[src/rtl/ocx_tlx_tx_vc0_fifo_ctl.sv]
// ocx_tlx_tx_vc0_fifo_ctl: TX VC0 FIFO control; queues AFU entries into an external RAM and
// releases them in order only when partner VC0/DCP0 TL credits cover the head entry.
module ocx_tlx_tx_vc0_fifo_ctl #(
  parameter int addr_width = 7,
  parameter int DATA_WIDTH = 56
) (
  input  logic                  tlx_clk,
  input  logic                  reset,
  input  logic                  afu_cmd_valid,
  input  logic [DATA_WIDTH-1:0] afu_cmd_info,
  input  logic [1:0]            afu_cmd_dl,
  output logic [6:0]            tlx_afu_initial_credit,
  output logic                  tlx_afu_credit,
  output logic                  wr_ena,
  output logic [addr_width-1:0] wr_addr,
  output logic [DATA_WIDTH-1:0] wr_data,
  output logic                  rd_ena,
  output logic [addr_width-1:0] rd_addr,
  input  logic                  rcv_tl_credit_valid,
  input  logic [3:0]            rcv_vc0_credit,
  input  logic [5:0]            rcv_dcp0_credit,
  input  logic                  fp_tx_ready,
  output logic                  fp_tx_valid,
  output logic [1:0]            fp_tx_dl,
  output logic                  fifo_empty,
  output logic                  fifo_full,
  output logic                  afu_overrun_err,
  output logic                  credit_overflow_err
);
  localparam int D = 1 << addr_width;
  localparam int IC = D > 127 ? 127 : D;
  logic [addr_width:0] r_wr_ptr, r_rd_ptr;
  logic [7:0]          r_vc0;
  logic [9:0]          r_dcp0;
  logic [1:0]          r_dl_mem [D];
  logic                r_valid, r_ovr, r_cov;
  logic [1:0]          r_dl;
  logic [1:0]          w_code;
  logic [2:0]          w_need;
  logic [8:0]          w_vc0_sum;
  logic [10:0]         w_dcp0_sum;
  assign tlx_afu_initial_credit = 7'(IC);
  assign wr_addr     = r_wr_ptr[addr_width-1:0];
  assign rd_addr     = r_rd_ptr[addr_width-1:0];
  assign fifo_empty  = r_wr_ptr == r_rd_ptr;
  assign fifo_full   = (wr_addr == rd_addr) & (r_wr_ptr[addr_width] != r_rd_ptr[addr_width]);
  assign wr_ena      = afu_cmd_valid & ~fifo_full & ~reset;
  assign wr_data     = afu_cmd_info;
  assign w_code      = r_dl_mem[rd_addr];
  assign w_need      = w_code == 2'b11 ? 3'd4 : {1'b0, w_code};
  assign rd_ena      = ~fifo_empty & fp_tx_ready & (r_vc0 != 8'd0) & (r_dcp0 >= 10'(w_need));
  // One extra bit of headroom lets saturation be detected after return and consume are both applied
  assign w_vc0_sum   = {1'b0, r_vc0} + (rcv_tl_credit_valid ? 9'(rcv_vc0_credit) : 9'd0) - 9'(rd_ena);
  assign w_dcp0_sum  = {1'b0, r_dcp0} + (rcv_tl_credit_valid ? 11'(rcv_dcp0_credit) : 11'd0)
                     - (rd_ena ? 11'(w_need) : 11'd0);
  assign tlx_afu_credit      = r_valid;
  assign fp_tx_valid         = r_valid;
  assign fp_tx_dl            = r_dl;
  assign afu_overrun_err     = r_ovr;
  assign credit_overflow_err = r_cov;
  always_ff @(posedge tlx_clk) begin
    if (wr_ena) r_dl_mem[wr_addr] <= afu_cmd_dl;
    if (reset) begin
      r_wr_ptr <= '0;
      r_rd_ptr <= '0;
      r_vc0    <= '0;
      r_dcp0   <= '0;
      r_valid  <= 1'b0;
      r_dl     <= 2'b00;
      r_ovr    <= 1'b0;
      r_cov    <= 1'b0;
    end else begin
      r_wr_ptr <= r_wr_ptr + (addr_width+1)'(wr_ena);
      r_rd_ptr <= r_rd_ptr + (addr_width+1)'(rd_ena);
      r_vc0    <= w_vc0_sum[8] ? 8'hff : w_vc0_sum[7:0];
      r_dcp0   <= w_dcp0_sum[10] ? 10'h3ff : w_dcp0_sum[9:0];
      r_valid  <= rd_ena;
      r_dl     <= rd_ena ? w_code : 2'b00;
      r_ovr    <= r_ovr | (afu_cmd_valid & fifo_full);
      r_cov    <= r_cov | w_vc0_sum[8] | w_dcp0_sum[10];
    end
  end
endmodule

[config.mk]
export PLATFORM = sky130hd
export DESIGN_NAME = ocx_tlx_tx_vc0_fifo_ctl
export DESIGN_NICKNAME = d
export VERILOG_FILES = /design/src/rtl/ocx_tlx_tx_vc0_fifo_ctl.sv
export SDC_FILE = /design/constraint.sdc
export NUM_CORES = 1
export LEC_CHECK = 0
export BUFFER_PORTS_ARGS = -buffer_cell sky130_fd_sc_hd__buf_2
export CAP_MARGIN = 15
export CORE_MARGIN = 2
export CORE_UTILIZATION = 63
export CTS_CLUSTER_DIAMETER = 40
export DETAILED_ROUTE_END_ITERATION = 6
export PLACE_DENSITY = 0.85
export SLEW_MARGIN = 20
export SYNTH_ARGS = -nofsm -noshare
export SYNTH_HDL_FRONTEND = slang
export SYNTH_SLANG_ARGS = --single-unit
[constraint.sdc]
create_clock -name tlx_clk -period 12.8 [get_ports tlx_clk]
set_clock_uncertainty 0.2 [all_clocks]
set_input_delay 0 -clock tlx_clk [delete_from_list [all_inputs] [get_ports tlx_clk]]
set_output_delay 0 -clock tlx_clk [all_outputs]
set_load 0.05 [all_outputs]
# ---- Yosys cells after proc, flatten, opt, wreduce, memory -nomap -nowiden
# Memories as Yosys holds them, arrays and structs flattened. A register that Yosys moved wholly into a read port is not among the register bits.
# Index checks and enable logic that the tools add are counted.
dict set report totals {
  mem_count 1
  wordCells 45
  input_bits 73
  regBits 39
  ram_bits 256
}
dict set report classes {
  addsub 6
  bitwise_logic 14
  n_reduce_logical 2
  n_mux 9
  eq_ne 4
  order_cmp 1
}
# memory words width read_ports rd_clocked_by_memory_dff wr line_no
set memory_table {}
lappend memory_table {r_dl_mem 128 2 1 1 1 35} ;# logic [1:0] r_dl_mem [D];
# operator count
set op_table {}
lappend op_table {{adder 8 x 1 -> 8 bit} 2}
lappend op_table {{adder 10 x 6 -> 11 bit} 1}
lappend op_table {{subtractor 11 x 3 -> 11 bit} 1}
lappend op_table {{>= comparator 10 x 3 -> 1 bit} 1}
lappend op_table {{two-way mux 10 bit} 1}
lappend op_table {{adder 8 x 4 -> 9 bit} 1}
lappend op_table {{subtractor 9 x 1 -> 9 bit} 1}
lappend op_table {{== test 8 bit} 1}
lappend op_table {{two-way mux 8 bit} 1}
lappend op_table {{nonzero test 8 bit} 1}
lappend op_table {{bitwise AND 1 bit} 7}
lappend op_table {{== test 7 bit} 1}
lappend op_table {{two-way mux 7 bit} 1}
lappend op_table {{two-way mux 3 bit} 2}
lappend op_table {{two-way mux 6 bit} 1}
lappend op_table {{two-way mux 4 bit} 1}
lappend op_table {{inverter 1 bit} 4}
lappend op_table {{bitwise OR 1 bit} 3}
lappend op_table {{== test 2 bit, second input constant} 1}
lappend op_table {{two-way mux 1 bit} 2}
lappend op_table {{OR reduction 2 bit} 1}
lappend op_table {{inequality test 1 bit} 1}

# ---- Longest topological paths before layout
dict set report depth {
  depth_word 8
  depth_mapped 31
  ltp_nobuf 27
}

# ---- Least setup slack after synthesis
# No wires, ideal clock.
dict set report synth_path {
  path_type {register -> register}
  start {register r_rd_ptr[0]}
  end {register r_dcp0[0]}
  path_stages_with_launch 29
  arrival_time_ps 6413
  synth_period_minus_slack_ps 6745
  setup_ps 132
  setup_slack_ps 6055
  required_ps 12468
  n_path_buf 2
  path_cell_list {dfxtp_1 > buf_6 > mux4_1 > mux4_2 > o221ai_2 > o21ai_2 > o2bb2ai_2 > a221oi_1 > nor2_1 > ha_1 > nand2b_1 > a21oi_1 > o21ai_0 > a21boi_0 > o21ai_0 > o2111ai_1 > inv_1 > and3_1 > fa_1 > inv_1 > fa_1 > a21o_1 > a21oi_1 > o21bai_1 > a2111oi_0 > o41ai_1 > xnor2_1 > clkbuf_1 > a21oi_1}
}
dict set report synth_via {
  elab_chain_cells 8
}
# element line_no
set synth_rtl {}
lappend synth_rtl {{start: declaration} 32} ;# logic [addr_width:0] r_wr_ptr, r_rd_ptr;
lappend synth_rtl {{start signal: assignment} 74} ;# r_rd_ptr <= r_rd_ptr + (addr_width+1)'(rd_ena);
lappend synth_rtl {{== test 8 bit} 45} ;# assign fifo_empty = r_wr_ptr == r_rd_ptr;
lappend synth_rtl {{inverter 1 bit} 51} ;# assign rd_ena = ~fifo_empty & fp_tx_ready & (r_vc0 != 8'd0) & (r_dcp0 >= 10'(w_need));
lappend synth_rtl {{bitwise AND 1 bit (3 in series)} 51}
lappend synth_rtl {{via rd_ena} 17} ;# output logic rd_ena,
lappend synth_rtl {{two-way mux 3 bit} 55} ;# - (rd_ena ? 11'(w_need) : 11'd0);
lappend synth_rtl {{subtractor 11 x 3 -> 11 bit} 55}
lappend synth_rtl {{two-way mux 10 bit} 76} ;# r_dcp0 <= w_dcp0_sum[10] ? 10'h3ff : w_dcp0_sum[9:0];
lappend synth_rtl {{end signal: assignment} 76}
lappend synth_rtl {{end: declaration} 34} ;# logic [9:0] r_dcp0;
# The timed path passes the listed nets, and every way through them passes these cells.
# A chain may end at the register's enable or synchronous reset.

# ---- Worst setup path in the final report
dict set report layout_path {
  start {register r_rd_ptr[0]}
  end {register r_cov (netlist: credit_overflow_err)}
}
dict set report layout_via {
  elab_chain_cells 8
  elab_cells_between_ends 10
  cone_classes {add/sub: 2; eq/ne: 1; mux: 1; bitwise: 6}
}
# element line_no
set layout_rtl {}
lappend layout_rtl {{== test 8 bit *} 45}
lappend layout_rtl {{inverter 1 bit *} 51}
lappend layout_rtl {{bitwise AND 1 bit * (3 in series)} 51}
lappend layout_rtl {{two-way mux 3 bit / subtractor 9 x 1 -> 9 bit (equally long branches)} {55, 53}}
lappend layout_rtl {{subtractor 11 x 3 -> 11 bit / bitwise OR 1 bit (equally long branches)} {55, 80}}
lappend layout_rtl {{bitwise OR 1 bit *} 80} ;# r_cov <= r_cov | w_vc0_sum[8] | w_dcp0_sum[10];
lappend layout_rtl {{end signal: assignment} 80}
lappend layout_rtl {{end: declaration} 36} ;# logic r_valid, r_ovr, r_cov;
# Every way passes the cells marked *; elsewhere a longest branch is shown, timed or not.

==> impl_metrics.json <==
{
  "status": "finished, final reports clean",
  "worstPathRequired_ps": 12960,
  "finalSetupViolCount": 0,
  "yosysSeqAreaShare_pct": 60.9,
  "syn_area_per_cell_um2": 13.9,
  "grt_util_all_layers_pct": 26.0,
  "io_pins": 160,
  "synth_warnings": 0,
  "max-clock-path-buffers": 3,
  "gp_congestion": 0.843,
  "relSlewSlack_pct": 22.8,
  "finalMaxSlewViolations": 0,
  "pwr-share-clk_pct": 36.7,
  "die_h_um": 153,
  "cts_buffers": 37,
  "num_vias": 8405,
  "max_freq_ghz": 0.116,
  "clk_latency_ps": 510,
  "path_clk_slew_ps": 60,
  "p_leak_uw": 0.00531,
  "grt_overflow_total": 0,
  "area_growth_pct": 11.6,
  "grt_pass1_wl_mm": 46.7,
  "hold_viol": 0,
  "fin_crit_ps": 8640,
  "peakVddDrop_uv": 165,
  "firstDrtPassIters": 6,
  "ys_ff_latch": 295,
  "dieArea_mm2": 0.0233,
  "final_nets": 1150,
  "clkSinkCount": 295,
  "num_rows": 54,
  "worstMarginPinSlew_ps": 1150,
  "endpoint_kind": "register",
  "rsz0062_at_grt": "no",
  "switchingPower_uw": 839,
  "cts_root_buffer": "clkbuf_16",
  "wire_per_inst_um": 22.9,
  "dp_hpwl_mm": 17.4,
  "min_from": "rcv_tl_credit_valid",
  "postRouteAntennaNets": 0,
  "r2r-start": "r_rd_ptr[0]",
  "swShare_pct": 29.2,
  "cp.arrival_ps": 8800,
  "route.detailed.drc": 0,
  "crit_fanout": 48,
  "diodes": 0,
  "synth_ff_type": "edfxtp_1",
  "synth_cell_types": 62,
  "worstHoldPathType": "input pin to register",
  "port_buffers": 40,
  "die_w_um": 153,
  "drive_gt1_share_pct": 14.2,
  "initial_core_util_pct": 63.9,
  "fin_setup_tns_ps": 0,
  "grt_max_degree": 129,
  "synth_cells": 1003,
  "postLayoutCellArea_mm2": 0.0155,
  "power_frac_seq_pct": 38.9,
  "drt_iter0_markers": 885,
  "htree_levels": 2,
  "fin_crit_sh_pct": 67.5,
  "antenna_found_initial": 0,
  "worstSetupStartpointType": "register",
  "async_reset_ff_share_pct": 0,
  "routed_wl_mm": 30.7,
  "p_int_uw": 2030,
  "synth_edf_count": 256,
  "place_area_mm2": 0.0136,
  "max_cap_violations": 0,
  "cts_setup_buffers": 0,
  "viasPerCell": 6.27,
  "crit_start": "r_rd_ptr[0]",
  "grt_pass1_vias": 8365,
  "critPathKind": "register to register",
  "p_per_area_mw_per_mm2": 185,
  "p_comb_share_pct": 24.4,
  "fill_cells": 1325,
  "netlist_area_mm2": 0.0139,
  "cts-resized-gates": 0,
  "core_area_mm2": 0.0218,
  "cts_tree": "built"
}
sequential cells by signal, indices dropped and copies added (netlist names):
signal and count:
fp_tx_dl 2, r_vc0 8, r_rd_ptr 8, fp_tx_valid 1, r_dl_mem 256, credit_overflow_err 1
r_wr_ptr 8, afu_overrun_err 1, r_dcp0 10
cells in the final DEF (no fill, tap or decap), drive strengths merged, types with 4 or more instances in the layout:
cell,Yosys,layout
mux2i,41,41
o21ai,9,9
a31oi,4,4
xor2,14,14
nor2b,17,17
nor3,4,4
and2,6,6
inv,52,57
o21bai,4,4
dlygate4sd3,0,65
nand3,21,21
nand2b,4,4
fa,4,4
clkinv,0,7
clkbuf,12,46
a221oi,4,4
a21oi,33,33
edfxtp,256,256
a22oi,19,19
nand2,38,38
nand4,7,7
xnor2,20,20
ha,39,39
nor2,157,157
or3,5,5
mux4,51,51
dfxtp,39,39
conb,1,7
buf,111,44
bufinv,0,5
worst max-delay path, stage by stage (launching register included):
cell       delay (ps)
dfxtp_4           770
buf_4             790
mux4_2            380
mux2i_1            80
a221oi_1          540
nand2_1           210
o2bb2ai_2         180
a221oi_1          480
nor2_1            120
ha_1              290
nand2b_1          140
a21oi_1           130
o21ai_0            80
a21boi_0          170
o21ai_0           100
o2111ai_1         210
inv_1             180
and3_1            250
fa_1              520
inv_1              80
fa_1              460
a21o_1            190
a21oi_1           230
o21bai_1          120
a2111oi_0         530
o41ai_1           160
xnor2_1           700
a31oi_1           160
area by class of cell:
type                       instances  area [um2]  area share, %
multi-input combinational        539        4370           28.2
tap                              280         350           2.26
inverter                          52         195           1.26
clock buffer                      46         991           6.38
sequential                       295        8470           54.6
clock inverter                    19         251           1.62
timing repair buffer             109         890           5.73
cell families after synthesis:
group,synth area share (%)
AOI/OAI and AO/OA,4.52
muxes,11.8
DFF,60.9
xor gates and xnor gates,2.14
other,0.0270
and+or+nand+nor,8.66
buffers and inverters,7.86
adders and majority gates,4.08
synth_stat cells (6+ instances only):
| master | number | area [um2] |
|---|---|---|
| a21oi_1 | 33 | 165 |
| a22oi_1 | 16 | 120 |
| and2_1 | 6 | 37.5 |
| buf_2 | 15 | 75.1 |
| buf_4 | 83 | 623 |
| clkbuf_1 | 12 | 45.0 |
| dfxtp_1 | 39 | 781 |
| edfxtp_1 | 256 | 7690 |
| ha_1 | 39 | 488 |
| inv_1 | 52 | 195 |
| mux2i_1 | 41 | 410 |
| mux4_1 | 17 | 447 |
| mux4_2 | 34 | 766 |
| nand2_1 | 38 | 143 |
| nand3_1 | 19 | 95.1 |
| nand4_1 | 7 | 43.8 |
| nor2_1 | 157 | 589 |
| nor2b_1 | 17 | 106 |
| o21ai_0 | 6 | 30.0 |
| xnor2_1 | 20 | 175 |
| xor2_1 | 14 | 123 |
final timing paths:
check	to	slack, ps	cells after the start
setup / recovery	credit_overflow_err	4160	27
hold / removal	r_vc0[1]	30	5
setup reg to reg	credit_overflow_err	4160	27
hold reg to reg	credit_overflow_err	260	2
layer usage:
metal / global-route usage, % / part of all wire [%]
met4: 9.92 / 3.7
met1: 33.8 / 37
met3: 6.23 / 10
met5: 0 / 0
met2: 43.1 / 49
per-stage QoR:
stage	instances	worst slack [ps]	util (%)	hold slack, ps	power [uW]
3_5_place_dp	1210	4370	62.6	-200	1770
3_3_place_gp	1210	4640	62.6	-200	1750
2_1_floorplan	1009	6050	-	-101	1710
5_1_grt	1340	3350	71.4	64.6	2990
6_report	1340	4160	71.4	30.0	2870
4_1_cts	1339	4200	71.3	38.5	2860
power by group through the flow:
| stage | Clock (uW) | Sequential, uW | Combinational, uW |
|---|---|---|---|
| CTS | 1060 | 1120 | 690 |
| global placement | 0 | 1140 | 614 |
| detailed placement | 0 | 1140 | 629 |
| global route | 1100 | 1120 | 770 |
| finish | 1050 | 1120 | 701 |
| floorplan | 0 | 1120 | 585 |
timing repair:
action                                  in CTS  in global routing
hold endpoints to repair                   144                128
endpoints found under the setup margin       0                  0
hold buffers                                64                  1
No activity file was read; power rests on OpenSTA's default activity.
